File: src/rtl/nibble_serial_adder.sv
// nibble_serial_adder: WIDTH-bit adder that processes one nibble per clock,
// least-significant nibble first, with valid/ready handshakes on both sides.
// Optional signed-overflow output enabled by defining SERIAL_ADD_OVF_EN.

// 4-bit ripple-carry adder slice; the only arithmetic element of the adder.
module fulladd_4 (
  input  logic [3:0] a,
  input  logic [3:0] b,
  input  logic       ci,
  output logic [3:0] s,
  output logic       co
);

  logic [4:0] c;

  // Ripple the carry through the four bit positions.
  always_comb begin
    c    = '0;
    s    = '0;
    c[0] = ci;
    for (int i = 0; i < 4; i++) begin
      s[i]     = a[i] ^ b[i] ^ c[i];
      c[i + 1] = (a[i] & b[i]) | (c[i] & (a[i] ^ b[i]));
    end
    co = c[4];
  end

endmodule

module nibble_serial_adder #(
  parameter int unsigned WIDTH = 16
) (
  input  logic             clk,
  input  logic             rst,
  input  logic             in_valid,
  output logic             in_ready,
  input  logic [WIDTH-1:0] a,
  input  logic [WIDTH-1:0] b,
  input  logic             c_in,
  output logic             out_valid,
  input  logic             out_ready,
  output logic [WIDTH-1:0] sum,
  output logic             c_out,
  output logic             busy
`ifdef SERIAL_ADD_OVF_EN
  ,
  output logic             ovf
`endif
);

  localparam int unsigned NIB  = WIDTH / 4;
  localparam int unsigned CW   = (NIB > 1) ? $clog2(NIB) : 1;
  localparam logic [CW-1:0] LAST = CW'(NIB - 1);

  typedef enum logic [1:0] {
    IDLE = 2'd0,
    RUN  = 2'd1,
    DONE = 2'd2
  } state_t;

  state_t           state;
  state_t           state_nxt;
  logic             accept_c;
  logic             finish_c;
  logic [WIDTH-1:0] a_sh;
  logic [WIDTH-1:0] b_sh;
  logic             carry;
  logic [CW-1:0]    cnt;
  logic [3:0]       nib_sum;
  logic             nib_co;
`ifdef SERIAL_ADD_OVF_EN
  logic             a_msb;
  logic             b_msb;
`endif

  // Single nibble slice always works on the low nibble of the shift registers.
  fulladd_4 u_add (
    .a  (a_sh[3:0]),
    .b  (b_sh[3:0]),
    .ci (carry),
    .s  (nib_sum),
    .co (nib_co)
  );

  // Next-state decode; in_ready is high only in IDLE, so in_valid alone accepts there.
  always_comb begin
    state_nxt = state;
    accept_c  = 1'b0;
    finish_c  = 1'b0;
    case (state)
      IDLE: begin
        if (in_valid) begin
          accept_c  = 1'b1;
          state_nxt = RUN;
        end
      end
      RUN: begin
        if (cnt == LAST) begin
          finish_c  = 1'b1;
          state_nxt = DONE;
        end
      end
      DONE: begin
        if (out_ready) begin
          state_nxt = IDLE;
        end
      end
      default: state_nxt = IDLE;
    endcase
  end

  // State register.
  always_ff @(posedge clk) begin
    if (rst) begin
      state <= IDLE;
    end else begin
      state <= state_nxt;
    end
  end

  // Handshake and status outputs registered from the next state.
  always_ff @(posedge clk) begin
    if (rst) begin
      in_ready  <= 1'b1;
      out_valid <= 1'b0;
      busy      <= 1'b0;
    end else begin
      in_ready  <= (state_nxt == IDLE);
      out_valid <= (state_nxt == DONE);
      busy      <= (state_nxt != IDLE);
    end
  end

  // Operand capture, per-nibble shift/accumulate and final result capture.
  always_ff @(posedge clk) begin
    if (rst) begin
      a_sh  <= '0;
      b_sh  <= '0;
      carry <= 1'b0;
      cnt   <= '0;
      sum   <= '0;
      c_out <= 1'b0;
    end else if (accept_c) begin
      a_sh  <= a;
      b_sh  <= b;
      carry <= c_in;
      cnt   <= '0;
      sum   <= '0;
      c_out <= 1'b0;
    end else if (state == RUN) begin
      a_sh  <= a_sh >> 4;
      b_sh  <= b_sh >> 4;
      carry <= nib_co;
      cnt   <= cnt + CW'(1);
      sum   <= WIDTH'({nib_sum, sum} >> 4);
      if (finish_c) begin
        c_out <= nib_co;
      end
    end
  end

`ifdef SERIAL_ADD_OVF_EN
  // Signed overflow from operand sign bits captured at accept and the final sum sign.
  always_ff @(posedge clk) begin
    if (rst) begin
      a_msb <= 1'b0;
      b_msb <= 1'b0;
      ovf   <= 1'b0;
    end else if (accept_c) begin
      a_msb <= a[WIDTH-1];
      b_msb <= b[WIDTH-1];
      ovf   <= 1'b0;
    end else if (finish_c) begin
      ovf   <= (a_msb == b_msb) & (nib_sum[3] != a_msb);
    end
  end
`endif

endmodule

File: config.mk
export PLATFORM = sky130hd
export DESIGN_NAME = nibble_serial_adder
export DESIGN_NICKNAME = d
export VERILOG_FILES = /design/src/rtl/nibble_serial_adder.sv
export SDC_FILE = /design/constraint.sdc
export NUM_CORES = 1
export LEC_CHECK = 0
export ABC_AREA = 1
export CORE_MARGIN = 2
export CORE_UTILIZATION = 32
export DETAILED_ROUTE_END_ITERATION = 6
export GPL_TIMING_DRIVEN = 0
export RECOVER_POWER = 50
export SYNTH_ARGS = -nofsm -noshare
export SYNTH_HDL_FRONTEND = slang
export SYNTH_SLANG_ARGS = --single-unit
export TNS_END_PERCENT = 10
File: constraint.sdc
create_clock -name clk -period 3.7 [get_ports clk]
set_input_delay 0.74 -clock clk [delete_from_list [all_inputs] [get_ports clk]]
set_output_delay 0.74 -clock clk [all_outputs]
set_load 0.005 [all_outputs]
==> results of run 1 <==
-- power by group --
group	switching, W	leakage [nW]	total, W	internal (W)
registers	0.0000157	0.465	0.000657	0.000642
clock network	0.000251	0.106	0.000626	0.000375
logic	0.000115	0.891	0.000206	0.0000905
-- area by class of cell --
class | count | area [um^2]
Buffer | 22 | 140
Clock buffer | 10 | 128
Clock inverter | 6 | 82.6
Fill cell | 830 | 4310
Inverter | 21 | 78.8
Multi-Input combinational cell | 252 | 1210
Sequential cell | 57 | 1140
Tap cell | 102 | 128
Timing Repair Buffer | 55 | 551
-- Yosys cell counts --
cell type    n
a21oi_1     26
buf_1        2
buf_2        5
buf_4        7
buf_6        4
clkbuf_1     4
clkinv_1     1
dfxtp_1     57
fa_1         4
ha_1         1
inv_1       17
inv_2        3
nand2_1    111
nand2_2      2
nand2_4      2
nand2_8      1
nand3_1     50
nand3b_1     1
nand4_1     16
nor2_1      31
nor2_4       2
o21ai_0      4
xor2_1       1
-- layer usage --
metal	part of all wire	vias to the layer above	wire length (um)	track usage
met5	0	-	0	0
li1	-	1274	-	-
met2	0.49	53	3140	0.280
met4	0.0099	0	63	0.0483
met1	0.44	1084	2810	0.181
met3	0.054	6	342	0.0474
-- placed cells by master, fill, tap and decap left out, drive strengths merged --
cell type / n
a21oi: 26
fa: 4
xor2: 1
nor2: 33
clkinv: 4
clkinvlp: 1
ha: 1
dfxtp: 57
inv: 20
clkbuf: 16
o21ai: 4
nand3b: 1
dlygate4sd3: 2
clkdlybuf4s50: 53
nand4: 16
bufinv: 2
nand2: 116
buf: 16
nand3: 50
-- metrics by stage --
| stage | hold WS (ps) | instance area [um^2] | setup WS (ps) | total power [W] |
|---|---|---|---|---|
| floorplan | 447 | 2580 | 1630 | 0.000795 |
| global placement | 451 | 3260 | 1550 | 0.000878 |
| detailed placement | 456 | 3260 | 1550 | 0.000880 |
| CTS | 467 | 3470 | 1540 | 0.00151 |
| global route | 479 | 3460 | 1380 | 0.00156 |
| finish | 462 | 3460 | 1530 | 0.00149 |
-- worst min-delay path: stages (launching register included) --
cell,delay [ps]
dfxtp_1,310
nand2_1,60
a21oi_1,50
-- sequential cells by signal, indices dropped and copies added (netlist names) --
name and count:
cnt 2, busy 1, a_sh 16, state 2, out_valid 1, carry 1
in_ready 1, c_out 1, b_sh 16, sum 16
-- path summary, 6_finish.rpt --
check	end	slack [ps]
worst max-delay path	sum[15]	1530
worst min register to register	sum[3]	460
worst min-delay path	sum[3]	460
worst max register to register	sum[15]	1530
-- kinds of logic after synthesis --
group           after synthesis
buf+inv                      43
flops                        57
xor+xnor                      1
compound gates               30
simple gates                216
fa+ha+maj                     5
==> impl_metrics.csv, run 1 <==
group,metric,value,unit
routing,antenna_left,0,
layout,final_core_util,0.446,
clocking,ctsRootBufferMaster,"clkbuf_8",
min_path,hold_depth,2,
clocking,cts_setup_buffers,0,
synthesis,syn-num-nets,394,
floorplanning,fp.dieH,93.9,um
clocking,cts_resized,0,
sta,rsz0062_at_grt,"no",
run,cap_violations,0,
routing,dr.pass1.iters,4,
sta,timing.fmax,461,MHz
clocking,cts_tree,"built",
synthesis,ys_seq_area_frac,0.441,
worst_setup_path,r2r_cells,10,
synthesis,synth_top_area_frac,0.441,
routing,drt_iter0_drc,75,
synthesis,synth.area.mux_share,0,
sta,min_period_over_period,0.586,
clocking,h-tree-depth,3,
global_routing,grt_usage,0.158,
synthesis,synth_compound_area_frac,0.0581,
worst_setup_path,cpLargestDelayFamily,"adder cells",
power_and_ir_drop,power.leakage,1.46,nW
synthesis,synth_xor_area_frac,0.00339,
global_routing,gr-total-overflow,0,
sta,setup_violations,0,
clocking,cts_buffer_depth,2,
worst_setup_path,cp.required,3990,ps
sta,tightest_slew,491,ps
layout,final_cell_count_no_fill,525,
routing,vias,2417,
global_routing,grt_pass1_vias,2331,
synthesis,netlist_area,2580,um^2
worst_setup_path,end_kind,"flip-flop",
synthesis,yosys.area.top_type,"dfxtp_1",
worst_setup_path,path_cells,"fa_1, inv_1, fa_1, inv_1, fa_1, inv_1, fa_1, o21ai_0, nand2_1, inv_1",
clocking,cts_hold_buf,0,
sta,fin_worst_skew,9.14,ps
synthesis,synth_cells,352,
layout,nNetsFinal,460,
sta,max_slew_margin,0.672,
placement,place_congestion,0.824,
sta,setup_tns,0,ps
placement,place_inst,509,
synthesis,synth.ff_latch_count,57,
synthesis,synth-adder-area-share,0.0358,
worst_setup_path,crit_start,"a_sh[0]",
floorplanning,initial_core_util,0.333,
global_routing,antenna_found_initial,0,
worst_setup_path,critical_path_buf_inv_count,4,
routing,wl,6.35,mm
synthesis,yosysWarnings,0,
synthesis,synth-simple-area-share,0.375,
power_and_ir_drop,vdd_drop_max,254,uV
worst_setup_path,r2r_start,"a_sh[0]",
layout,insertedDiodeCount,0,
min_path,hp-start,"sum[3]",
floorplanning,die_w,93.9,um
clocking,numCtsBuffers,9,
power_and_ir_drop,cellPowerDensity,430,nW/um^2
synthesis,avgSynthCellArea,7.34,um^2
floorplanning,ios,57,
worst_setup_path,cp_max_fo,2,
clocking,path_clk_slew,60,ps
routing,wl_per_cell,12.1,um
worst_setup_path,worstPathArrival,2460,ps
run_status,outcome,"finished clean",
synthesis,ys_top_cells_by_area,"dfxtp_1 44%, nand2_1 16%, nand3_1 9.7%",
min_path,hold_path.class,"flip-flop to flip-flop",
clocking,clock_latency,340,ps
worst_setup_path,worstSetupPathDepth,10,
sta,period_minus_slack,2170,ps
worst_setup_path,startpoint_type,"flip-flop",
sta,drv_slew,0,
layout,area_growth,33.9,%
worst_setup_path,max_stage_delay,410,ps
routing,vias_per_cell,4.60,
global_routing,grt_pass1_wl,10.7,mm
global_routing,grt_max_degree,11,
routing,drc,0,
placement,port_buffers,55,
layout,drive_gt1_frac,0.0898,
floorplanning,rows,32,
synthesis,synth_top_family_by_area,"simple AND/OR/NAND/NOR gates",
sta,final-hold-violation-count,0,
placement,dp_hpwl,4.78,mm
synthesis,yosys.cell_types.count,23,
floorplanning,core_area,7770,um^2
floorplanning,dieArea,8810,um^2
worst_setup_path,crit_type,"flip-flop to flip-flop",
worst_setup_path,slowest_stage,"fa_1",
clocking,cts.sinks,57,
Note: power is estimated with default switching activity, not from simulation.
==> run 2: changes to the inputs <==
==> constraint.sdc (replaced) <==
create_clock -name clk -period 2.15 [get_ports clk]
set_input_delay 0.43 -clock clk [delete_from_list [all_inputs] [get_ports clk]]
set_output_delay 0.43 -clock clk [all_outputs]
set_load 0.005 [all_outputs]
==> impl_metrics.csv, run 2 (synthesis results as in run 1) <==
group,metric,value,unit
placement,place_inst,509,
floorplanning,ios,57,
global_routing,grt_pass1_vias,2331,
floorplanning,initial_core_util,0.333,
sta,drv_slew,0,
placement,place_congestion,0.824,
layout,insertedDiodeCount,0,
clocking,cts.sinks,57,
sta,timing.fmax,482,MHz
worst_setup_path,worstPathArrival,2360,ps
sta,fin_worst_skew,9.81,ps
worst_setup_path,crit_type,"flip-flop to flip-flop",
routing,wl_per_cell,12.2,um
power_and_ir_drop,power.leakage,1.45,nW
worst_setup_path,critical_path_buf_inv_count,4,
worst_setup_path,cp.required,2440,ps
floorplanning,dieArea,8810,um^2
floorplanning,rows,32,
routing,wl,6.39,mm
sta,min_period_over_period,0.964,
layout,drive_gt1_frac,0.0969,
floorplanning,fp.dieH,93.9,um
sta,max_slew_margin,0.431,
worst_setup_path,end_kind,"flip-flop",
floorplanning,core_area,7770,um^2
clocking,ctsRootBufferMaster,"clkbuf_8",
run,cap_violations,0,
routing,antenna_left,0,
layout,final_common_cell,"nand2_1",
sta,tightest_slew,851,ps
layout,area_growth,33.5,%
routing,dr.pass1.iters,4,
run_status,outcome,"finished clean",
placement,dp_hpwl,4.78,mm
sta,rsz0062_at_grt,"yes",
worst_setup_path,cpLargestDelayFamily,"adder cells",
routing,vias,2438,
layout,fin_area,3450,um^2
placement,place_area,3260,um^2
global_routing,gr-total-overflow,0,
clocking,cts_buffer_depth,2,
clocking,path_clk_slew,70,ps
sta,setup_violations,0,
global_routing,grt_usage,0.158,
clocking,cts_tree,"built",
clocking,cts_setup_buffers,0,
layout,final_cell_mix,"111 x nand2_1, 55 x dfxtp_1, 55 x clkdlybuf4s50_1, 50 x nand3_1, 33 x nor2_1",
worst_setup_path,startpoint_type,"flip-flop",
layout,largest_registers,"a_sh (16), b_sh (16), sum (16)",
routing,drc,0,
clocking,numCtsBuffers,9,
routing,drt_iter0_drc,71,
routing,vias_per_cell,4.64,
worst_setup_path,path_cells,"fa_2, inv_2, fa_2, inv_2, fa_2, inv_2, fa_1, o21ai_1, nand2_1, inv_1",
clocking,cts_hold_buf,0,
global_routing,antenna_found_initial,0,
layout,final_cell_count_no_fill,525,
worst_setup_path,cp_max_fo,2,
min_path,hold_path.class,"flip-flop to flip-flop",
layout,fillers,829,
power_and_ir_drop,vdd_drop_max,431,uV
clocking,clock_latency,340,ps
worst_setup_path,slowest_stage,"fa_1",
worst_setup_path,max_stage_delay,400,ps
global_routing,grt_pass1_wl,10.7,mm
sta,period_minus_slack,2070,ps
sta,final-hold-violation-count,0,
clocking,h-tree-depth,3,
floorplanning,die_w,93.9,um
placement,port_buffers,55,
layout,nNetsFinal,460,
global_routing,grt_max_degree,11,
power_and_ir_drop,cellPowerDensity,743,nW/um^2
==> run 2: cell types whose count changed in the layout (fill, tap and decap cells not counted), moves of 2 or more <==
cell / delta
clkbuf_1: +2
clkdlybuf4s50_1: +2
dfxtp_1: -2
dfxtp_2: +2
dlygate4sd3_1: -2
fa_1: -3
fa_2: +3
nor2_1: +2
nor2_4: -2
==> run 2: power breakdown <==
| part | total (W) | switching (W) | internal, W |
|---|---|---|---|
| Sequential | 0.00113 | 0.0000265 | 0.00110 |
| Combinational | 0.000351 | 0.000198 | 0.000153 |
| Clock | 0.00108 | 0.000436 | 0.000646 |
==> run 2: worst paths after layout <==
check         start  endpoint  slack (ps)  depth (start not counted)
min          sum[3]    sum[3]         460                          2
max           carry   sum[15]          80                         10
min reg2reg  sum[3]    sum[3]         460                          2
max reg2reg   carry   sum[15]          80                         10
==> run 2: layer usage <==
metal,up-vias,routed length (um),GRT usage
li1,1276,-,-
met1,1098,2770,0.181
met2,60,3220,0.280
met3,4,371,0.0474
met4,0,30,0.0483
met5,-,0,0
==> run 2: cell type report <==
class	count	area [um^2]	share of cell area
Clock inverter	6	82.6	0.0239
Timing Repair Buffer	55	551	0.159
Tap cell	102	128	0.0370
Multi-Input combinational cell	252	1210	0.351
Buffer	22	129	0.0373
Sequential cell	57	1140	0.331
Clock buffer	10	128	0.0370
Inverter	21	78.8	0.0228
==> run 2: repair_timing <==
item | CTS | global route
gates resized for setup | 1 | 8
gates cloned | 0 | 0
pin swaps | 0 | 5
endpoints found under the setup margin | 1 | 2
==> run 2: worst reg2reg max path, stage by stage (launching register included) <==
cell and delay (ps):
dfxtp_2 330, fa_2 380, inv_2 70, fa_2 190, inv_2 40, fa_2 330, inv_2 60, fa_1 400
o21ai_1 130, nand2_1 60, inv_1 40
==> run 2: metrics by stage <==
step | setup slack [ps] | setup TNS (ps) | util | power, W | hold slack (ps)
after global placement | -0.902 | -0.902 | 0.420 | 0.00151 | 451
after global routing | -30.8 | -55.5 | 0.444 | 0.00268 | 479
after floorplan | 84.5 | 0 | - | 0.00137 | 447
after CTS | 20.8 | 0 | 0.447 | 0.00260 | 467
after detailed placement | 4.44 | 0 | 0.420 | 0.00152 | 456
final | 76.5 | 0 | 0.444 | 0.00256 | 462
